--- src/rtl/stream_pkg.sv ---
// ============================================================================
// stream_pkg : shared header types, FSM encoding and error-bit indices
// Revision   : 1.0
// ============================================================================
`default_nettype none

package stream_pkg;

    localparam int HDR_TYPE_LSB = 16;
    localparam int HDR_TYPE_W   = 4;

    localparam logic [HDR_TYPE_W-1:0] HDR_OPCNT  = 4'd0;
    localparam logic [HDR_TYPE_W-1:0] HDR_OUTCNT = 4'd1;
    localparam logic [HDR_TYPE_W-1:0] HDR_SIZE   = 4'd2;
    localparam logic [HDR_TYPE_W-1:0] HDR_CLRERR = 4'd3;

    localparam int ERR_HDR = 0;
    localparam int ERR_OVF = 1;
    localparam int ERR_W   = 2;

    typedef enum logic [1:0] {
        ST_HDR  = 2'd0,
        ST_OP   = 2'd1,
        ST_DATA = 2'd2
    } state_e;

endpackage

`default_nettype wire

--- src/rtl/stream_fifo.sv ---
// ============================================================================
// stream_fifo : result FIFO with registered first-word-fall-through head
// Revision    : 1.0
// ============================================================================
`default_nettype none

module stream_fifo #(
    parameter int DATA_W     = 32,
    parameter int FIFO_DEPTH = 8
) (
    input  logic              clk,
    input  logic              clear_n,
    input  logic              push_i,
    input  logic [DATA_W-1:0] wdata_i,
    input  logic              pop_i,
    output logic [DATA_W-1:0] rdata_o,
    output logic              empty_o,
    output logic              overflow_o
);

    localparam int AW = $clog2(FIFO_DEPTH);
    localparam int CW = AW + 1;

    logic [DATA_W-1:0] mem_q [FIFO_DEPTH];
    logic [AW-1:0]     wr_ptr_q, wr_ptr_d;
    logic [AW-1:0]     rd_ptr_q, rd_ptr_d;
    logic [CW-1:0]     count_q, count_d;
    logic [DATA_W-1:0] head_q, head_d;
    logic              valid_q, valid_d;

    logic w_full;
    logic w_push_ok;
    logic w_pop_ok;

    assign w_full    = (count_q == CW'(FIFO_DEPTH));
    assign w_pop_ok  = pop_i && valid_q;
    // A full FIFO still accepts a push when the head leaves in the same cycle.
    assign w_push_ok = push_i && (!w_full || w_pop_ok);

    assign overflow_o = push_i && w_full && !w_pop_ok;
    assign rdata_o    = head_q;
    assign empty_o    = !valid_q;

    always_comb begin
        wr_ptr_d = wr_ptr_q + AW'(w_push_ok);
        rd_ptr_d = rd_ptr_q + AW'(w_pop_ok);
        count_d  = count_q + CW'(w_push_ok) - CW'(w_pop_ok);
        valid_d  = (count_d != '0);
        head_d   = head_q;
        if (count_d != '0) begin
            // Bypass the array when the only remaining entry is the one being written.
            if ((count_q - CW'(w_pop_ok)) == '0) begin
                head_d = wdata_i;
            end else begin
                head_d = mem_q[rd_ptr_d];
            end
        end
    end

    always_ff @(posedge clk) begin
        if (w_push_ok) begin
            mem_q[wr_ptr_q] <= wdata_i;
        end
    end

    always_ff @(posedge clk or negedge clear_n) begin
        if (!clear_n) begin
            wr_ptr_q <= '0;
            rd_ptr_q <= '0;
            count_q  <= '0;
            head_q   <= '0;
            valid_q  <= 1'b0;
        end else begin
            wr_ptr_q <= wr_ptr_d;
            rd_ptr_q <= rd_ptr_d;
            count_q  <= count_d;
            head_q   <= head_d;
            valid_q  <= valid_d;
        end
    end

endmodule

`default_nettype wire

--- src/rtl/stream_interface.sv ---
// ============================================================================
// stream_interface : header/op/data stream decoder, command issue, result FIFO
// Revision         : 1.0
// ============================================================================
`default_nettype none

module stream_interface
    import stream_pkg::*;
#(
    parameter int                DATA_W     = 32,
    parameter int                CNT_W      = 16,
    parameter int                SIZE_W     = 9,
    parameter logic [SIZE_W-1:0] SIZE_RST   = 9'h04F,
    parameter int                FIFO_DEPTH = 8
) (
    input  logic              clk,
    input  logic              clear_n,
    input  logic [DATA_W-1:0] in_data,
    input  logic              in_valid,
    output logic              in_ready,
    output logic [DATA_W-1:0] cmd_op,
    output logic [DATA_W-1:0] cmd_data,
    output logic              cmd_valid,
    input  logic              cmd_ready,
    output logic [SIZE_W-1:0] size,
    input  logic [DATA_W-1:0] res_data,
    input  logic              res_valid,
    output logic [DATA_W-1:0] out_data,
    output logic              out_valid,
    input  logic              out_ready,
    output logic [CNT_W-1:0]  out_count,
    output logic              out_count_valid,
    output logic [ERR_W-1:0]  err,
    output logic              busy
);

    state_e            state_q, state_d;
    logic [CNT_W-1:0]  cnt_q, cnt_d;
    logic [DATA_W-1:0] op_tmp_q, op_tmp_d;
    logic [DATA_W-1:0] cmd_op_q, cmd_op_d;
    logic [DATA_W-1:0] cmd_data_q, cmd_data_d;
    logic              cmd_valid_q, cmd_valid_d;
    logic [SIZE_W-1:0] size_q, size_d;
    logic [CNT_W-1:0]  out_count_q, out_count_d;
    logic              out_count_valid_q, out_count_valid_d;
    logic [ERR_W-1:0]  err_q, err_d;

    logic                  w_accept;
    logic [HDR_TYPE_W-1:0] w_hdr_type;
    logic                  w_fifo_empty;
    logic                  w_fifo_ovf;

    // A stalled command blocks input; a command taken this cycle frees the slot.
    assign in_ready   = clear_n && !(cmd_valid_q && !cmd_ready);
    assign w_accept   = in_valid && in_ready;
    assign w_hdr_type = in_data[HDR_TYPE_LSB +: HDR_TYPE_W];

    always_comb begin
        state_d           = state_q;
        cnt_d             = cnt_q;
        op_tmp_d          = op_tmp_q;
        cmd_op_d          = cmd_op_q;
        cmd_data_d        = cmd_data_q;
        cmd_valid_d       = cmd_valid_q;
        size_d            = size_q;
        out_count_d       = out_count_q;
        out_count_valid_d = 1'b0;
        err_d             = err_q;

        if (cmd_ready) begin
            cmd_valid_d = 1'b0;
        end

        if (w_accept) begin
            case (state_q)
                ST_HDR: begin
                    case (w_hdr_type)
                        HDR_OPCNT: begin
                            cnt_d = in_data[CNT_W-1:0];
                            if (in_data[CNT_W-1:0] != '0) begin
                                state_d = ST_OP;
                            end
                        end
                        HDR_OUTCNT: begin
                            out_count_d       = in_data[CNT_W-1:0];
                            out_count_valid_d = 1'b1;
                        end
                        HDR_SIZE: begin
                            size_d = in_data[SIZE_W-1:0];
                        end
                        HDR_CLRERR: begin
                            err_d = '0;
                        end
                        default: begin
                            err_d[ERR_HDR] = 1'b1;
                        end
                    endcase
                end
                ST_OP: begin
                    op_tmp_d = in_data;
                    state_d  = ST_DATA;
                end
                ST_DATA: begin
                    cmd_op_d    = op_tmp_q;
                    cmd_data_d  = in_data;
                    cmd_valid_d = 1'b1;
                    cnt_d       = cnt_q - CNT_W'(1);
                    state_d     = (cnt_q == CNT_W'(1)) ? ST_HDR : ST_OP;
                end
                default: begin
                    state_d = ST_HDR;
                end
            endcase
        end

        // Overflow is applied after a clear so a coincident overflow is not lost.
        if (w_fifo_ovf) begin
            err_d[ERR_OVF] = 1'b1;
        end
    end

    always_ff @(posedge clk or negedge clear_n) begin
        if (!clear_n) begin
            state_q           <= ST_HDR;
            cnt_q             <= '0;
            op_tmp_q          <= '0;
            cmd_op_q          <= '0;
            cmd_data_q        <= '0;
            cmd_valid_q       <= 1'b0;
            size_q            <= SIZE_RST;
            out_count_q       <= '0;
            out_count_valid_q <= 1'b0;
            err_q             <= '0;
        end else begin
            state_q           <= state_d;
            cnt_q             <= cnt_d;
            op_tmp_q          <= op_tmp_d;
            cmd_op_q          <= cmd_op_d;
            cmd_data_q        <= cmd_data_d;
            cmd_valid_q       <= cmd_valid_d;
            size_q            <= size_d;
            out_count_q       <= out_count_d;
            out_count_valid_q <= out_count_valid_d;
            err_q             <= err_d;
        end
    end

    stream_fifo #(
        .DATA_W     (DATA_W),
        .FIFO_DEPTH (FIFO_DEPTH)
    ) u_fifo (
        .clk        (clk),
        .clear_n    (clear_n),
        .push_i     (res_valid),
        .wdata_i    (res_data),
        .pop_i      (out_ready),
        .rdata_o    (out_data),
        .empty_o    (w_fifo_empty),
        .overflow_o (w_fifo_ovf)
    );

    assign out_valid       = !w_fifo_empty;
    assign cmd_op          = cmd_op_q;
    assign cmd_data        = cmd_data_q;
    assign cmd_valid       = cmd_valid_q;
    assign size            = size_q;
    assign out_count       = out_count_q;
    assign out_count_valid = out_count_valid_q;
    assign err             = err_q;
    assign busy            = (state_q != ST_HDR) || cmd_valid_q;

endmodule

`default_nettype wire

--- config.mk ---
export PLATFORM = sky130hd
export DESIGN_NAME = stream_interface
export DESIGN_NICKNAME = d
export VERILOG_FILES = /design/src/rtl/stream_pkg.sv /design/src/rtl/stream_fifo.sv /design/src/rtl/stream_interface.sv
export SDC_FILE = /design/constraint.sdc
export NUM_CORES = 1
export LEC_CHECK = 0
export CAP_MARGIN = 25
export CORE_MARGIN = 8
export CORE_UTILIZATION = 60
export CTS_CLUSTER_DIAMETER = 50
export DETAILED_ROUTE_END_ITERATION = 8
export GPL_ROUTABILITY_DRIVEN = 1
export GPL_TIMING_DRIVEN = 0
export MAX_ROUTING_LAYER = met4
export PLACE_DENSITY_LB_ADDON = 0.05
export SYNTH_ARGS = -nofsm -noshare
export SYNTH_HDL_FRONTEND = slang
export SYNTH_SLANG_ARGS = --single-unit
--- constraint.sdc ---
create_clock -name clk -period 10 [get_ports clk]
set_clock_uncertainty 0.05 [all_clocks]
set_input_delay 3 -clock clk [delete_from_list [all_inputs] [get_ports clk]]
set_output_delay 3 -clock clk [all_outputs]
set_load 0.01 [all_outputs]
; ---- Yosys cells after proc, flatten, opt, wreduce, memory -nomap -nowiden
; Memory sizes are Yosys's and may differ from the RTL's.
; Cells that the tools add are included.
[word_totals]
ff_bits = 186
ram_bits = 256
in_bits = 70
output_inout_bits = 128
wordCells = 85
mem_count = 1
[memory_table]
columns = name, words, word_bits, rd, rd_clocked_by_memory_dff, wr, line_no
row1 = u_fifo.mem_q, 8, 32, 1, 0, 1, stream_fifo.sv:24  ; logic [DATA_W-1:0] mem_q [FIFO_DEPTH];
[op_classes]
addsub = 6
eq_ne = 9
n_mux = 20
bitwise = 1
reduce_logical = 32
[ops]
columns = cell, count
row1 = 2-to-1 mux 32 bit, 1
row2 = case mux 16 bit (2 select lines), 1
row3 = AND reduction 3 bit, 6
row4 = "equality test 16 x 1 -> 1 bit, second input constant", 1
row5 = 2-to-1 mux 16 bit, 1
row6 = nonzero test 16 bit, 1
row7 = "subtractor 16 x 1 -> 16 bit, second input constant", 1
row8 = 2-to-1 mux 1 bit, 11
row9 = nonzero test 2 bit, 5
row10 = "equality test 4 x 2 -> 1 bit, second input constant", 2
row11 = zero test 4 bit, 2
row12 = 2-to-1 mux 2 bit, 4
row13 = subtractor 4 x 1 -> 4 bit, 2
row14 = logical AND 1 bit, 7
row15 = adder 3 x 1 -> 3 bit, 2
row16 = case mux 2 bit (3 select lines), 1
row17 = adder 4 x 1 -> 4 bit, 1
row18 = "equality test 4 x 1 -> 1 bit, second input constant", 1
row19 = "equality test 4 bit, second input constant", 1
row20 = zero test 1 bit, 4
row21 = AND reduction 2 bit, 2
row22 = nonzero test 4 bit, 1
row23 = OR reduction 3 bit, 1
row24 = "equality test 2 x 1 -> 1 bit, second input constant", 1
row25 = other kinds (7), 8

; ---- Depth between registers and ports, before layout
; Gate-level depths: netlist (run 1).
[depth]
depth_word = 7
depth_mapped = 10
ltp_nobuf = 9

; ---- Hierarchy
; Synthesis (run 1) repeated with hierarchy kept, for this count alone.
[unflattened]
cells_unflattened = 1094
hier_area_um2 = 17927.2
[modules_own_cells]
columns = mod, instances, cells_each, area_per_inst_um2, seq_area_each_um2
row1 = stream_fifo, 1, 678, 12079.1, 8763.4
row2 = stream_interface, 1, 416, 5848.1, 3584.7

; ---- Worst setup path after synthesis (run 1)
; Ideal clock, no wire load.
[synth_path]
kind = input -> register
startpoint = input out_ready
endpoint = memory u_fifo.mem_q[0][0] (enable)
setup_ps = 461
t_arrival_ps = 5917
required_time_ps = 9489
setup_slack_ps = 3572
path_stages = 5
n_path_buf = 0
cell_sequence = and2_1 > nor3_1 > a21boi_0 > nand2b_1 > nor3_1
[synth_between]
elab_chain_len = 5
[synth_rtl]
columns = element, line_no
row1 = "start, declared", stream_interface.sv:30  ; input logic out_ready,
row2 = logical AND 1 bit, stream_fifo.sv:36  ; assign w_pop_ok = pop_i && valid_q;
row3 = logical OR 1 bit, stream_fifo.sv:38  ; assign w_push_ok = push_i && (!w_full || w_pop_ok);
row4 = logical AND 1 bit, stream_fifo.sv:38
row5 = 2-to-1 mux 1 bit, stream_fifo.sv:61  ; if (w_push_ok) begin
row6 = 2-to-1 mux 1 bit (not written as such), stream_fifo.sv:62  ; mem_q[wr_ptr_q] <= wdata_i;
row7 = "end, declared", stream_fifo.sv:24
; No other way between the ends.

; ---- Final worst setup path (run 1)
[layout_path]
startpoint = input clear_n
endpoint = output in_ready
[layout_between]
elab_chain_len = 1
[layout_rtl]
columns = element, line_no
row1 = "start, declared", stream_interface.sv:17  ; input logic clear_n,
row2 = logical AND 1 bit, stream_interface.sv:54  ; assign in_ready = clear_n && !(cmd_valid_q && !cmd_ready);
row3 = "end, declared", stream_interface.sv:20  ; output logic in_ready,
; No other way between the ends.

==> metrics.txt, run 1 <==
status=complete, no violations; grt ovf=0; clk root buf=clkbuf_16; Worst path slowest cell=clkdlybuf4s50_1; Rel. slew slack=0.345; Clk pin slew, worst setup/hold paths=60 ps; Seq/Total Area, Yosys=0.708; Sink Count=442; Die Footprint=34800 sq um; Hold Path Class=flop to flop; crit-path max FO=102; Initial Util=0.608; Crit path required time=6950 ps; syn_nets=1062; drt total wl=38900 um; H-Tree Depth=2; hold_buf cts=0; met1 Track Usage GR=0.307; largest stage delay on the critical path=530 ps; Longest Clk Path Bufs=3; VDD IR max=189 uV; vias post-DR=between 9000 and 10000; Global Route Usage Sum=0.229; cell with the most instances after synthesis=edfxtp_1; # DRC=0; CTS tree=done; critical path class=input pin to output port; # resized after CTS=0; CTS Buf Count=46; synth top area cells=edfxtp_1 44%, dfrtp_1 26%, mux2_2 9.9%; vias per cell=between 5 and 6; first-pass GRT wire length=60700 um; prevailing post-synth register cell=edfxtp_1; most used routing layer=met2; Static Leak=a little over 8 nW; RSZ-0062 raised after global routing=no; vias in the first global route=about 10000; worst-skew pair later-pin latency=540 ps; R2R setup slack=6440 ps; commonest cells in the synthesized netlist=256 x edfxtp_1, 181 x dfrtp_1, 153 x mux2_2; Worst Path Buf+Inv=3; row count=62; die width=~190 um; Die Span Y=186 um; 1st-iter DRT viols=683; Min Clock Period, post-route=between 7000 and 8000 ps; drt pass-1 iters=7; delay-heaviest family, CP=buffers and inverters; Final Max Tran Viols=0; Detail Route Antenna Nets=0; WL/cell=23.4 um; Worst setup EP type=output port; Post-synth EDFFs=256; Core ar.=28700 sq um; Mapped Cells=approximately 1000; Final Power=between 6 and 7 mW; post-synth top area share=0.441; max-cap viol count=0; Netlist cell types=51; initial antenna violation count=2; Critical Path Start Type=input pin; Port-buffer cells=just under 200; fmax=127 MHz; post-CTS setup buffers=0; area leader, netlist=edfxtp_1; syn_area_per_cell=17.8 sq um; Mapped Area=17400 sq um; GPL Wtd Cong=0.862; warnings from Yosys=0; placed cells=around 1600; Finish-stage setup viols=0; Worst Tran Pin Value=between 900 and 1000 ps; PwrDens=317 nW/um^2; met3 Use GR=0.0528; Ports=198; largest net degree at the start of global routing=103; Non-Filler Instances=1661; TNS Setup=0 ps; met2 Usage GRT=0.353; post-route clock period utilization=0.786; nets@finish=1322; Final Hold Vio Count=0; Synth Register Bits=about 440; Syn-to-layout area delta=24.4%; cells along the critical path=buf_8 > buf_16 > and2_1 > clkdlybuf4s50_1; share of cells above drive strength 1=0.276; crit path DAT=4810 ps; DP HPWL=25300 um; asr flop ratio synth=0.421
-- final cells by class --
type,instances,area (sq um)
clock buffer,58,1250
inverter,12,45.0
tap,384,480
antenna,2,5.00
sequential,442,12300
buffer,45,201
fill,1724,7000
clock inverter,27,258
multi-input combinational,479,4900
timing repair buffer,212,2210
-- per-layer routing --
layer | share of wire | wire, um
met5 | 0 | 0
met4 | 0.022 | 853
met3 | 0.074 | 2860
met2 | 0.48 | 18800
met1 | 0.42 | 16400
-- cells by family (layout without fill, tap and decap cells) --
logic type / after synthesis / after routing / share of synthesized area
fa+ha+maj: 14 / 14 / 0.0105
xor+xnor: 5 / 5 / 0.00251
compound gates: 91 / 91 / 0.0319
simple gates: 120 / 120 / 0.0333
mux: 249 / 249 / 0.200
flops: 442 / 442 / 0.708
buf+inv: 57 / 354 / 0.0141
other cells: 0 / 2 / 0
-- stage by stage --
stage               setup slack, ps   util  area [sq um]  hold WS, ps
floorplan                      3570      -         17400          422
detailed placement             2080  0.703         20200          440
global route                   1930  0.756         21700          461
finish                         2140  0.756         21700          446
CTS                            2070  0.756         21700          450
global placement              -4190  0.693         19900          432
-- power by group --
group | switching [mW] | total (mW) | internal (mW)
sequential | 0.226 | 2.67 | 2.44
clock | 0.683 | 1.68 | 0.992
combinational | 1.19 | 2.53 | 1.35
total | 2.10 | 6.88 | 4.79
-- cells in the final DEF (no fill, tap or decap), drive strengths merged, types with 13 or more instances in the layout --
cell / synthesis / routed
clkinv: 0 / 15
a21oi: 48 / 48
mux2: 153 / 153
edfxtp: 256 / 256
clkdlybuf4s50: 0 / 196
mux4: 64 / 64
nor3: 14 / 14
o21ai: 13 / 13
nor2: 57 / 57
buf: 30 / 46
mux2i: 32 / 32
clkbuf: 15 / 73
inv: 12 / 15
dfrtp: 181 / 181
ha: 13 / 13
-- registers in the layout (all words and copies together) (netlist names) --
name	cells
err	2
op_tmp_q	32
u_fifo.count_q	4
cnt_q	16
u_fifo.valid_q	1
out_count	16
size	9
cmd_op	32
u_fifo.rdata_o	32
u_fifo.rd_ptr_q	3
cmd_data	32
u_fifo.wr_ptr_q	3
cmd_valid	1
u_fifo.mem_q	256
state_q	2
out_count_valid	1
-- worst paths after layout --
check                                          from                             end  depth (start not counted)
setup reg to reg           u_fifo.valid_q$_DFF_PN0_  u_fifo.rdata_o[29]$_DFFE_PN0P_                          8
max in group asynchronous                   clear_n        cmd_data[26]$_DFFE_PN0P_                          2
hold / removal              op_tmp_q[7]$_DFFE_PN0P_           cmd_op[7]$_DFFE_PN0P_                          1
hold reg to reg             op_tmp_q[7]$_DFFE_PN0P_           cmd_op[7]$_DFFE_PN0P_                          1
setup / recovery                            clear_n                        in_ready                          4
min in group asynchronous                   clear_n   u_fifo.rdata_o[5]$_DFFE_PN0P_                          1
(Power assumes the default switching activity.)
==> run 2, diff against run 1 <==
--- a/config.mk
+++ b/config.mk
@@ -7,7 +7,7 @@
 export LEC_CHECK = 0
 export CAP_MARGIN = 25
 export CORE_MARGIN = 8
-export CORE_UTILIZATION = 60
+export CORE_UTILIZATION = 56
 export CTS_CLUSTER_DIAMETER = 50
 export DETAILED_ROUTE_END_ITERATION = 8
 export GPL_ROUTABILITY_DRIVEN = 1
==> constraint.sdc (replaced) <==
create_clock -name clk -period 7.68 [get_ports clk]
set_clock_uncertainty 0.05 [all_clocks]
set_input_delay 2.304 -clock clk [delete_from_list [all_inputs] [get_ports clk]]
set_output_delay 2.304 -clock clk [all_outputs]
set_load 0.01 [all_outputs]
==> metrics.txt, run 2 (synthesis gave the netlist of run 1 again) <==
status=complete, no violations; cells along the critical path=buf_8 > and2_1 > clkdlybuf4s50_1; Core ar.=30700 sq um (+6.9%); # DRC=0 (unchanged); post-CTS setup buffers=0 (unchanged); Die Span Y=192 um (+3.2%); vias post-DR=9690 (-0.87%); CTS Buf Count=46 (unchanged); WL/cell=23.7 um (+1.2%); Crit path required time=5330 ps (-1620 ps); DP Area=20200 sq um (about the same); FF-to-FF path depth=8 (unchanged); RSZ-0062 raised after global routing=no; nets@finish=1320 (-0.15%); Port-buffer cells=197 (unchanged); crit path DAT=3740 ps (-1070 ps); die width=192 um (+3.2%); Critical Path Start Type=input pin; Worst Path Buf+Inv=2 (-1); commonest non-fill, non-tap cell in the layout=edfxtp_1; Filler cells=1991 (+15%); Rel. slew slack=0.335 (-0.00986); Initial Util=0.569 (-0.0390); first-pass GRT wire length=60600 um (about the same); Syn-to-layout area delta=25.6%; Detail Route Antenna Nets=0 (unchanged); delay-heaviest family, CP=buffers and inverters; Final Hold Vio Count=0 (unchanged); H-Tree Depth=2 (unchanged); critical path class=input pin to output port; Critical Path Stages=3 (-1); clk root buf=clkbuf_16; DP HPWL=25800 um (+2.0%); vias in the first global route=10200 (-0.049%); max-cap viol count=0 (unchanged); Worst Tran Pin Value=997 ps (+19.1 ps); Worst path slowest cell=buf_8; Worst setup EP type=output port; most frequent cells in the layout=256 x edfxtp_1, 196 x clkdlybuf4s50_1, 181 x dfrtp_1; Final Max Tran Viols=0 (unchanged); Worst Hold Depth=1 (unchanged); VDD IR max=302 uV (+60%); Static Leak=8.23 nW (+1.2%); grt ovf=0 (unchanged); Finish-stage setup viols=0 (unchanged); number of flip-flops in the largest register=256 (unchanged); Min Clock Period, post-route=6090 ps; Global Route Usage Sum=0.222 (-0.00729); Hold Path Class=flop to flop; post-route clock period utilization=0.793; GPL Wtd Cong=0.827 (-4.0%); Ports=198 (unchanged); PwrDens=420 nW/um^2 (+32%); Design Area, Final=21900 sq um (+0.95%); initial antenna violation count=2 (unchanged); drt total wl=39600 um (+1.8%); worst-skew pair later-pin latency=540 ps (about the same); vias per cell=5.80 (-1.5%); multi-input logic area=4900 sq um (unchanged); 1st-iter DRT viols=580 (-15%); CTS tree=done; Die Footprint=37000 sq um (+6.5%); row count=64 (+3.2%); largest stage delay on the critical path=560 ps (+30 ps); crit-path max FO=103 (+0.98%); drt pass-1 iters=4 (-3); fmax=164 MHz; Top reg by flops=u_fifo.mem_q; hold_buf cts=0 (unchanged); TNS Setup=0 ps (unchanged); Clk pin slew, worst setup/hold paths=60 ps (about the same); # resized after CTS=0 (unchanged); Sink Count=442 (unchanged); largest net degree at the start of global routing=104 (+0.97%); Longest Clk Path Bufs=3 (unchanged); Reg area=12300 sq um (unchanged); share of cells above drive strength 1=0.278 (+0.00200)
## run 2: per-stage QoR
stage | total power [mW] | setup slack (ps) | cells | util | hold slack (ps)
2_1_floorplan | 5.50 | 1950 | 978 | - | 422
3_3_place_gp | 6.71 | -5100 | 1571 | 0.649 | 432
3_5_place_dp | 6.84 | 1350 | 1584 | 0.659 | 438
4_1_cts | 9.32 | 1550 | 1669 | 0.714 | 453
5_1_grt | 9.67 | 1430 | 1671 | 0.714 | 466
6_report | 9.20 | 1590 | 1671 | 0.714 | 446
## run 2: where the power goes
part | internal (mW) | total, mW | switching, mW
combinational | 1.75 | 3.28 | 1.53
sequential | 3.18 | 3.48 | 0.296
clock | 1.54 | 2.44 | 0.906
## run 2: per-layer routing
layer  share of wire  wire length (um)  track usage
met1            0.44             17400        0.302
met2            0.49             19300        0.347
met3           0.057              2270       0.0417
met4           0.016               646       0.0505
met5               0                 0            -
## run 2: final cells by class
class | count | share of cell area
antenna | 2 | 0.000228
sequential | 442 | 0.564
timing repair buffer | 210 | 0.101
multi-input combinational | 479 | 0.224
buffer | 45 | 0.00919
tap | 396 | 0.0226
clock inverter | 25 | 0.0183
inverter | 12 | 0.00206
clock buffer | 60 | 0.0593
## run 2: path summary, 6_finish.rpt
| check | start | end | slack, ps |
|---|---|---|---|
| min reg2reg | op_tmp_q[20]$_DFFE_PN0P_ | cmd_op[20]$_DFFE_PN0P_ | 450 |
| max reg2reg | u_fifo.valid_q$_DFF_PN0_ | u_fifo.rdata_o[27]$_DFFE_PN0P_ | 3830 |
| max in group asynchronous | clear_n | u_fifo.rdata_o[28]$_DFFE_PN0P_ | 4880 |
| max | clear_n | in_ready | 1590 |
| min in group asynchronous | clear_n | u_fifo.rdata_o[6]$_DFFE_PN0P_ | 1750 |
| min | op_tmp_q[20]$_DFFE_PN0P_ | cmd_op[20]$_DFFE_PN0P_ | 450 |
==> run 3, diff against run 2 <==
--- a/config.mk
+++ b/config.mk
@@ -7,7 +7,7 @@
 export LEC_CHECK = 0
 export CAP_MARGIN = 25
 export CORE_MARGIN = 8
-export CORE_UTILIZATION = 56
+export CORE_UTILIZATION = 51
 export CTS_CLUSTER_DIAMETER = 50
 export DETAILED_ROUTE_END_ITERATION = 8
 export GPL_ROUTABILITY_DRIVEN = 1
==> constraint.sdc (replaced) <==
create_clock -name clk -period 4.89 [get_ports clk]
set_clock_uncertainty 0.05 [all_clocks]
set_input_delay 1.467 -clock clk [delete_from_list [all_inputs] [get_ports clk]]
set_output_delay 1.467 -clock clk [all_outputs]
set_load 0.01 [all_outputs]
==> metrics.txt, run 3 (synthesis gave the netlist of run 1 again) <==
Core ar.=33600 sq um (+9.6%); # DRC=0 (unchanged); Detail Route Antenna Nets=0 (unchanged); 1st-iter DRT viols=637 (+9.8%); number of flip-flops in the largest register=256 (unchanged); Design Area, Final=21900 sq um (-0.25%); die width=201 um (+4.4%); critical path class=input pin to flop; Worst path slowest cell=nor4_4; Initial Util=0.519 (-0.0498); H-Tree Depth=2 (unchanged); Non-Filler Instances=1725 (+3.2%); Static Leak=8.16 nW (-0.85%); Hold Path Class=flop to flop; Final Max Tran Viols=0 (unchanged); Sink Count=442 (unchanged); largest stage delay on the critical path=550 ps (about the same); multi-input logic area=4920 sq um (+0.43%); status=complete, no violations; PwrDens=646 nW/um^2 (+54%); DP HPWL=26100 um (+1.3%); Filler cells=2429 (+22%); RSZ-0062 raised after global routing=no; Ports=198 (unchanged); nets@finish=1321 (+0.076%); Critical Path Start Type=input pin; Final Hold Vio Count=0 (unchanged); DP Area=20300 sq um (+0.46%); placed cells=1635 (+3.2%); CTS Buf Count=48 (+4.3%); delay-heaviest family, CP=buffers and inverters; Die Footprint=40400 sq um (+9.0%); grt ovf=0 (unchanged); Port-buffer cells=197 (unchanged); Clk pin slew, worst setup/hold paths=60 ps (about the same); Global Route Usage Sum=0.205 (-0.0170); final hold slack=444 ps (-2.27 ps); vias post-DR=9691 (+0.010%); CTS tree=done; clk root buf=clkbuf_16; Top reg by flops=u_fifo.mem_q; crit-path max FO=10 (-90%); Reg area=12300 sq um (unchanged); worst-skew pair later-pin latency=550 ps (about the same); drt pass-1 iters=5 (+1); vias in the first global route=10200 (+0.27%); Longest Clk Path Bufs=3 (unchanged); vias per cell=5.62 (-3.1%); Worst setup EP type=flop; post-CTS setup buffers=0 (unchanged); initial antenna violation count=2 (unchanged); most frequent cells in the layout=256 x edfxtp_1, 196 x clkdlybuf4s50_1, 181 x dfrtp_1; Rel. slew slack=0.320 (-0.0152); row count=67 (+4.7%); post-route clock period utilization=0.953; cells along the critical path=clkdlybuf4s50_1 > and2_1 > nor3_1 > a21boi_0 > ha_1 > fa_1 > nor4_4 > buf_2 > mux2_2; GPL Wtd Cong=0.840 (+1.5%); max-cap viol count=0 (unchanged); Finish-stage setup viols=0 (unchanged); Worst Path Buf+Inv=2 (unchanged); Syn-to-layout area delta=25.3%; WL/cell=23.2 um (-1.8%); crit path DAT=5040 ps (+1300 ps); Worst Tran Pin Value=1020 ps (+22.7 ps); largest net degree at the start of global routing=98 (-5.8%); drt total wl=40100 um (+1.3%); share of cells above drive strength 1=0.270 (-0.00828); Die Span Y=201 um (+4.4%); Min Clock Period, post-route=roughly 4700 ps; commonest non-fill, non-tap cell in the layout=edfxtp_1; fmax=215 MHz; first-pass GRT wire length=62400 um (+3.0%); Crit path required time=5280 ps (-50 ps); VDD IR max=445 uV (+47%)
## run 3: stage by stage
stage	util	total power, mW	setup TNS, ps	setup slack (ps)
after floorplan	-	8.64	0	849
after global placement	0.594	10.6	-2360040	-6380
after detailed placement	0.604	10.8	-15520	-533
after CTS	0.650	14.3	0	59.1
after global routing	0.650	14.9	0	149
final	0.650	14.1	0	230
## run 3: worst paths after layout
path / cells past startpoint / start / slack, ps / endpoint
setup / recovery: 9 / out_ready / 230 / u_fifo.rdata_o[13]$_DFFE_PN0P_
hold / removal: 1 / op_tmp_q[3]$_DFFE_PN0P_ / 440 / cmd_op[3]$_DFFE_PN0P_
setup reg to reg: 8 / u_fifo.valid_q$_DFF_PN0_ / 1350 / u_fifo.rdata_o[13]$_DFFE_PN0P_
hold reg to reg: 1 / op_tmp_q[3]$_DFFE_PN0P_ / 440 / cmd_op[3]$_DFFE_PN0P_
max in group asynchronous: 2 / clear_n / 2900 / u_fifo.rdata_o[25]$_DFFE_PN0P_
min in group asynchronous: 1 / clear_n / 910 / u_fifo.rdata_o[4]$_DFFE_PN0P_
## run 3: layout make-up
type | count | area share
Sequential cell | 442 | 0.565
Timing Repair Buffer | 209 | 0.102
Tap cell | 448 | 0.0256
Buffer | 45 | 0.00922
Clock buffer | 67 | 0.0629
Multi-Input combinational cell | 479 | 0.225
Inverter | 12 | 0.00206
Antenna cell | 2 | 0.000229
Clock inverter | 21 | 0.00767
## run 3: routing by layer
layer | vias to the layer above | global-route usage | part of all wire
li1 | 4322 | - | -
met1 | 5053 | 0.283 | 0.45
met2 | 256 | 0.313 | 0.48
met4 | 0 | 0.0505 | 0.020
met3 | 60 | 0.0379 | 0.054
met5 | - | - | 0
## run 3: what timing repair did
item,in CTS,in global routing
hold buffers,0,0
gates resized for setup,0,1
endpoints found under the setup margin,0,29
## run 3: report_power, final
part	leakage [nW]	internal [mW]	total [mW]	switching, mW
clock network	0.750	2.07	3.48	1.41
logic	2.82	2.77	5.19	2.42
registers	4.60	5.00	5.46	0.458
